==> config.mk <==
export PLATFORM = sky130hd
export DESIGN_NAME = modn_counter
export DESIGN_NICKNAME = d
export VERILOG_FILES = /design/src/rtl/watch_pkg.sv /design/src/rtl/modn_bcd_conv.sv /design/src/rtl/modn_counter.sv
export SDC_FILE = /design/constraint.sdc
export NUM_CORES = 1
export LEC_CHECK = 0
export BUFFER_PORTS_ARGS = -buffer_cell sky130_fd_sc_hd__buf_2
export CAP_MARGIN = 20
export CORE_MARGIN = 3
export CORE_UTILIZATION = 29
export CTS_BUF_LIST = sky130_fd_sc_hd__clkbuf_4
export CTS_CLUSTER_DIAMETER = 40
export DETAILED_ROUTE_END_ITERATION = 10
export SLEW_MARGIN = 20
export SYNTH_ARGS = -nofsm -noshare
export SYNTH_HDL_FRONTEND = slang
export SYNTH_SLANG_ARGS = --single-unit
==> constraint.sdc <==
create_clock -name clk -period 2 [get_ports clk]
set_input_delay 0.1 -clock clk [delete_from_list [all_inputs] [get_ports clk]]
set_output_delay 0.1 -clock clk [all_outputs]
set_load 0.03 [all_outputs]
==> src/rtl/watch_pkg.sv <==
// Shared definitions for the watch time chain: stage moduli, BCD digit type,
// counter action encoding and the decimal-digit sizing helper.
package watch_pkg;

    localparam int SEC_MOD = 60;
    localparam int MIN_MOD = 60;
    localparam int HR_MOD  = 24;

    typedef logic [3:0] bcd_digit_t;

    typedef enum logic [2:0] {
        ACT_HOLD = 3'd0,
        ACT_EN   = 3'd1,
        ACT_ADJ  = 3'd2,
        ACT_CLR  = 3'd3,
        ACT_LOAD = 3'd4
    } cnt_act_t;

    // Number of decimal digits needed to print value (at least one).
    function automatic int clog10_digits(input int value);
        int v;
        int n;
        v = value;
        n = 1;
        while (v >= 10) begin
            v = v / 10;
            n = n + 1;
        end
        return n;
    endfunction

endpackage

==> src/rtl/modn_bcd_conv.sv <==
// Combinational binary-to-BCD converter (shift-and-add-3), DIGITS nibbles wide.
module modn_bcd_conv
    import watch_pkg::*;
#(
    parameter int WIDTH  = 8,
    parameter int DIGITS = 2
) (
    input  logic [WIDTH-1:0]    bin,
    output logic [4*DIGITS-1:0] bcd
);

    function automatic logic [4*DIGITS-1:0] to_bcd(input logic [WIDTH-1:0] value);
        logic [4*DIGITS-1:0] acc;
        bcd_digit_t          dig;
        acc = {(4*DIGITS){1'b0}};
        for (int i = WIDTH - 1; i >= 0; i--) begin
            // Pre-correct each digit so the following shift carries into the next nibble.
            for (int d = 0; d < DIGITS; d++) begin
                dig = acc[4*d +: 4];
                if (dig >= 4'd5) begin
                    acc[4*d +: 4] = dig + 4'd3;
                end else begin
                    acc[4*d +: 4] = dig;
                end
            end
            acc = {acc[4*DIGITS-2:0], value[i]};
        end
        return acc;
    endfunction

    // Conversion is purely combinational so it adds no latency to count.
    always_comb begin
        bcd = to_bcd(bin);
    end

endmodule

==> src/rtl/modn_counter.sv <==
// Modulo-N up/down counter for the watch time chain with cascade tc and
// registered carry. Define MODN_CNT_BCD_EN to add the count_bcd output.
module modn_counter
    import watch_pkg::*;
#(
    parameter int MODULUS   = 60,
    parameter int WIDTH     = 8,
    parameter int RESET_VAL = 0
`ifdef MODN_CNT_BCD_EN
    ,
    parameter int BCD_W     = 4 * clog10_digits(MODULUS - 1)
`endif
) (
    input  logic             clk,
    input  logic             RESET,
    input  logic             en,
    input  logic             up_dn,
    input  logic             clr,
    input  logic             load,
    input  logic [WIDTH-1:0] load_val,
    input  logic             adj,
    output logic [WIDTH-1:0] count,
    output logic             tc,
    output logic             carry
`ifdef MODN_CNT_BCD_EN
    ,
    output logic [BCD_W-1:0] count_bcd
`endif
);

    localparam logic [WIDTH-1:0] MAX_V  = WIDTH'(MODULUS - 1);
    localparam logic [WIDTH-1:0] ZERO_V = {WIDTH{1'b0}};
    localparam logic [WIDTH-1:0] ONE_V  = WIDTH'(1);
    localparam logic [WIDTH-1:0] RST_V  = WIDTH'(RESET_VAL);

    if (MODULUS < 2 || MODULUS > (1 << WIDTH)) begin : g_bad_modulus
        $error("modn_counter: MODULUS must lie in 2..2**WIDTH");
    end
    if (RESET_VAL < 0 || RESET_VAL >= MODULUS) begin : g_bad_reset_val
        $error("modn_counter: RESET_VAL must be below MODULUS");
    end

    logic [WIDTH-1:0] count_r;
    logic             carry_r;
    logic [WIDTH-1:0] step_s;
    logic [WIDTH-1:0] load_sat_s;
    logic [WIDTH-1:0] next_count_s;
    logic             next_carry_s;
    logic             at_term_s;
    cnt_act_t         act_s;

    // Terminal value and the wrapped one-step neighbour in the current direction.
    always_comb begin
        at_term_s = 1'b0;
        step_s    = count_r;
        if (up_dn) begin
            at_term_s = (count_r == MAX_V);
            if (at_term_s) begin
                step_s = ZERO_V;
            end else begin
                step_s = count_r + ONE_V;
            end
        end else begin
            at_term_s = (count_r == ZERO_V);
            if (at_term_s) begin
                step_s = MAX_V;
            end else begin
                step_s = count_r - ONE_V;
            end
        end
    end

    // Out-of-range load data saturates to the top count value.
    always_comb begin
        load_sat_s = load_val;
        if ({1'b0, load_val} > {1'b0, MAX_V}) begin
            load_sat_s = MAX_V;
        end else begin
            load_sat_s = load_val;
        end
    end

    // Resolve the control inputs with priority load > clr > adj > en > hold.
    always_comb begin
        act_s = ACT_HOLD;
        if (load) begin
            act_s = ACT_LOAD;
        end else if (clr) begin
            act_s = ACT_CLR;
        end else if (adj) begin
            act_s = ACT_ADJ;
        end else if (en) begin
            act_s = ACT_EN;
        end else begin
            act_s = ACT_HOLD;
        end
    end

    // Next count and carry; only a tick-driven wrap raises carry, adj never does.
    always_comb begin
        next_count_s = count_r;
        next_carry_s = 1'b0;
        case (act_s)
            ACT_LOAD: begin
                next_count_s = load_sat_s;
                next_carry_s = 1'b0;
            end
            ACT_CLR: begin
                next_count_s = RST_V;
                next_carry_s = 1'b0;
            end
            ACT_ADJ: begin
                next_count_s = step_s;
                next_carry_s = 1'b0;
            end
            ACT_EN: begin
                next_count_s = step_s;
                next_carry_s = at_term_s;
            end
            ACT_HOLD: begin
                next_count_s = count_r;
                next_carry_s = 1'b0;
            end
            default: begin
                next_count_s = count_r;
                next_carry_s = 1'b0;
            end
        endcase
    end

    // Count and carry state registers.
    always_ff @(posedge clk or negedge RESET) begin
        if (!RESET) begin
            count_r <= RST_V;
            carry_r <= 1'b0;
        end else begin
            count_r <= next_count_s;
            carry_r <= next_carry_s;
        end
    end

    assign count = count_r;
    assign carry = carry_r;
    // Same-cycle cascade enable for the next stage; fires with the wrapping tick.
    assign tc    = (act_s == ACT_EN) & at_term_s;

`ifdef MODN_CNT_BCD_EN
    modn_bcd_conv #(
        .WIDTH  (WIDTH),
        .DIGITS (BCD_W / 4)
    ) u_bcd (
        .bin (count_r),
        .bcd (count_bcd)
    );
`endif

endmodule

[Yosys cells after proc, flatten, opt, wreduce, memory -nomap -nowiden]
Index checks and enable logic that the tools add are counted.
Word-level totals
  bits in registers: 9
  input port bits: 15
  logic and storage cells: 25
  output and inout port bits: 10
Cells by class
  order comparisons: 1
  eq/ne operators: 5
  reductions and logical operators: 3
  bitwise logic cells: 1
  mux-type cells: 11
  add/sub/neg operators: 2
Operators with widths (count)
  8-bit two-way mux: 4
  8-bit case mux with 3 select lines: 1
  8-bit by 1-bit adder with 8-bit output (second input constant): 1
  8-bit by 6-bit equality test with 1-bit output (second input constant): 1
  8-bit by 6-bit greater-than comparator with 1-bit output (second input constant): 1
  8-bit zero test: 1
  8-bit by 1-bit subtractor with 8-bit output (second input constant): 1
  3-bit by 2-bit equality test with 1-bit output (second input constant): 2
  2-bit two-way mux: 2
  3-bit by 1-bit equality test with 1-bit output (second input constant): 1
  3-bit equality test (second input constant): 1
  1-bit two-way mux: 3
  3-bit two-way mux: 1
  3-bit nonzero test: 1
  2-bit OR reduction: 1
  1-bit bitwise AND: 1

[Logic depth before layout (Yosys ltp)]
  depth in word-level cells: 7
  gate-level depth with buffers: 7
  mapped depth without buffers: 7

[Worst setup path before layout]
OpenSTA, ideal clock, no wires.
  path kind: register -> register
  from: register count_r[3], in the netlist count[3]
  to: register carry_r, in the netlist carry
  setup time: 0.232 ns
  required time: 1.768 ns
  cell stages (with the launch flop): 6
  period minus slack after synthesis: 2.543 ns
  slack: -0.543 ns
  arrival time: 2.311 ns
  buffers on the path: 1
  path through: dfrtp_1 > buf_2 > and3_1 > a32o_1 > nand2_1 > nor4bb_1
On the way
  word-level cells in the longest chain between the ends: 3
  elaborated cells between the ends (all ways): 4
  those cells by class: eq/ne (1); mux (2); reduce/logical (1)
Ends and longest elaborated chain
  from (decl): line modn_counter.sv:43  | logic [WIDTH-1:0] count_r;
  from (signal assigned): line modn_counter.sv:137  | count_r <= next_count_s;
  8-bit by 6-bit equality test with 1-bit output / 8-bit zero test (equally long branches): line modn_counter.sv:57, modn_counter.sv:64
  1-bit two-way mux (*): line modn_counter.sv:56  | if (up_dn) begin
  1-bit two-way mux (*): line modn_counter.sv:103  | case (act_s)
  to (signal assigned): line modn_counter.sv:138  | carry_r <= next_carry_s;
  to (decl): line modn_counter.sv:44  | logic carry_r;
Every way passes the cells marked *; elsewhere a longest branch is shown, timed or not.
A chain may end at the register's enable or synchronous reset.

[Final worst setup path]
  from: register count_r[0], in the netlist count[0]
  to: output tc
On the way
  word-level cells in the longest chain between the ends: 3
  elaborated cells between the ends (all ways): 4
  those cells by class: eq/ne (1); mux (1); bitwise (1); reduce/logical (1)
Ends and longest elaborated chain
  8-bit by 6-bit equality test with 1-bit output / 8-bit zero test (equally long branches): line modn_counter.sv:57, modn_counter.sv:64
  1-bit two-way mux (*): line modn_counter.sv:56
  1-bit bitwise AND (*): line modn_counter.sv:145  | assign tc = (act_s == ACT_EN) & at_term_s;
  to (decl): line modn_counter.sv:23  | output logic tc,
Marks and branches as above.

==> results.py <==
metrics = {
    "clocking": {
        "clk_pin_slew_worst_paths_ns": 0.07,
        "cts_buffer_depth": 2,
        "htreeDepth": 1,
        "cts_tree": "done",
        "clock_sinks": 9,
        "clk_latency_ns": 0.27,
        "cts_buffers": 3,
        "cts_root_buf": "clkbuf_4",
    },
    "min_path": {
        "hold_depth": 3,
        "hold_path.class": "in -> reg",
    },
    "global_routing": {
        "grt_start_max_net_pins": 12,
        "antenna_found_initial": 0,
        "grt_pass1_wl_um": 4181,
        "gr-usage-all-layers": 0.1549,
        "grt_pass1_vias": 928,
        "grt_remaining_overflow": 0,
    },
    "timing": {
        "finalSetupViolCount": 0,
        "max_slew_margin": 0.6035,
        "finClkSkew_ns": 0.007444,
        "timing.hold.ws_ns": 0.1721,
        "slew_viol_final": 0,
        "finalHoldViolCount": 0,
        "min_period_ns": 1.904,
        "max_freq_ghz": 0.5253,
        "fin_crit_sh": 0.9518,
        "worst_pin_slew_ns": 0.5885,
    },
    "synthesis": {
        "syn_area_um2": 847.1,
        "ys_seq_area_frac": 0.2659,
        "postSynthAreaPerCell_um2": 7.631,
        "ys.warnings.count": 0,
        "synth_edf_count": 0,
        "synth_flop_cell": "dfrtp_1",
        "syn_nets": 129,
        "yosysUniqueCellTypes": 40,
        "postSynthRegisterBits": 9,
        "synth_cells": 111,
        "synth-async-reset-ratio": 1.000,
    },
    "floorplanning": {
        "start_util": 0.3215,
        "rows": 18,
        "die_h_um": 60.05,
        "core_um2": 2635,
        "io_pins": 25,
        "die_area_um2": 3605,
        "die_x_um": 60.05,
    },
    "cells_and_area": {
        "antennaDiodeCount": 0,
        "area.growth.synth_to_final_pct": 31.91,
        "num-nets-final": 161,
        "fillers": 279,
        "drive_above_1_share": 0.3873,
    },
    "setup_path": {
        "cp-end-kind": "primary output",
        "crit_type": "reg -> out",
        "critPathLaunchType": "flip-flop",
        "required_ns": 1.90,
        "critPathMaxFanout": 5,
        "reg2regPathDepth": 6,
        "cp.arrival_ns": 1.80,
    },
    "route": {
        "vias": 968,
        "antenna_left": 0,
        "routed_via_density": 5.628,
        "routed_wl_um": 2572,
        "routedWlPerCell_um": 14.95,
        "drtIter0Drc": 55,
        "first_pass_iters": 4,
        "drc": 0,
    },
    "place": {
        "gp_congestion": 0.9256,
        "port_buffers": 24,
        "dpl.hpwl_um": 2027,
    },
    "job": {
        "cap_violations": 0,
    },
    "power_and_ir_drop": {
        "power_density_nw_per_um2": 650.6,
        "leakagePower_nw": 0.5057,
        "power_w": 0.0007270,
        "irDropWorstVdd_mv": 0.3280,
    },
    "outcome": {
        "status": "finished clean",
    },
}
-- final cells by class --
| class | instances | area (µm²) | share of cell area |
|---|---|---|---|
| multi-input cells | 92 | 613.1 | 0.5487 |
| inverters | 4 | 15.01 | 0.01344 |
| well taps | 30 | 37.54 | 0.03359 |
| flip-flops and latches | 9 | 229.0 | 0.2049 |
| repair buffers | 33 | 192.7 | 0.1725 |
| clock buffers | 4 | 30.03 | 0.02688 |
-- synthesized netlist by cell type, types with 3 or more instances --
cell type,number,share of area
and3_1,4,0.030
nand3b_1,3,0.027
nor3_1,5,0.030
ha_1,3,0.044
buf_2,3,0.018
nor2_1,11,0.049
nand3_1,3,0.018
nand2_1,12,0.053
a31oi_1,4,0.030
a21oi_1,7,0.041
dfrtp_1,9,0.27
o21ai_0,11,0.065
inv_1,4,0.018
-- kinds of logic (layout without fill, tap and decap cells) --
group	count (synthesis)	count (layout)	synth area share
AOI/OAI and AO/OA	35	35	0.2644
xor gates and xnor gates	3	3	0.03102
adders and majority gates	3	3	0.04432
buffers and inverters	10	41	0.05760
DFF	9	9	0.2659
and+or+nand+nor	51	51	0.3368
-- routing by layer --
metal  share of wire  vias to the layer above  wire [µm]  track usage
met3           0.074                        0        191      0.05616
met5               0                        -          0            0
met2            0.47                       32       1203       0.2438
met4               0                        0          0      0.02532
met1            0.46                      464       1178       0.2055
li1                -                      472          -            -
-- timing repair --
item                                    4_1_cts  5_1_grt
endpoints found under the setup margin        1        1
pin swaps                                     1        2
gates resized for setup                       4       10
endpoints found under the hold margin         9        0
hold buffers                                  1        0
setup buffers                                 2        1
-- flip-flops by register name, summed over array words and instances (netlist names) --
signal  count
carry       1
count       8
-- where the power goes --
group / internal (W) / switching, W / leakage, nW
sequential: 0.000206 / 0.0000389 / 0.110
clock: 0.0000908 / 0.0000760 / 0.0184
combinational: 0.000127 / 0.000188 / 0.377
total: 0.000424 / 0.000303 / 0.506
-- final timing paths --
| kind | start | to | slack [ns] |
|---|---|---|---|
| min reg2reg | count[7]$_DFFE_PN0P_ | count[7]$_DFFE_PN0P_ | 0.55 |
| max in group asynchronous | RESET | count[0]$_DFFE_PN0P_ | 1.57 |
| min in group asynchronous | RESET | count[6]$_DFFE_PN0P_ | 0.21 |
| min | adj | carry$_DFF_PN0_ | 0.17 |
| max reg2reg | count[0]$_DFFE_PN0P_ | count[7]$_DFFE_PN0P_ | 0.26 |
| max | count[0]$_DFFE_PN0P_ | tc | 0.1 |
-- worst max-delay path, stage by stage (launching register included) --
cell	delay (ns)
dfrtp_2	0.42
inv_2	0.07
ha_1	0.15
nor2b_4	0.14
a32o_2	0.16
nand2_4	0.08
nor4bb_4	0.31
buf_4	0.20
-- cells in the final DEF (no fill, tap or decap), types with 2 or more instances in the layout --
master	n
buf_2	23
nor2_1	11
o21ai_0	11
nand2_1	11
buf_4	9
a21oi_1	7
dfrtp_1	6
nor3_1	4
a31oi_1	4
clkbuf_4	4
nand3_1	3
and3_1	3
nand3b_1	3
dfrtp_2	3
inv_2	2
nor3_2	2
inv_1	2
or2_2	2
a211oi_1	2
o211ai_1	2
xor2_1	2
ha_1	2
-- through the flow --
step | area (µm²) | worst slack (ns) | cells | util | setup TNS (ns)
global placement | 1023 | 0.2196 | 164 | 0.3884 | 0
CTS | 1086 | 0.01684 | 171 | 0.4122 | 0
finish | 1117 | 0.09631 | 172 | 0.4240 | 0
detailed placement | 1023 | 0.1553 | 164 | 0.3884 | 0
global route | 1117 | -0.002799 | 172 | 0.4240 | -0.002799
floorplan | 862.1 | 0.01111 | 111 | - | 0
Power figures use the tool's default switching activity.
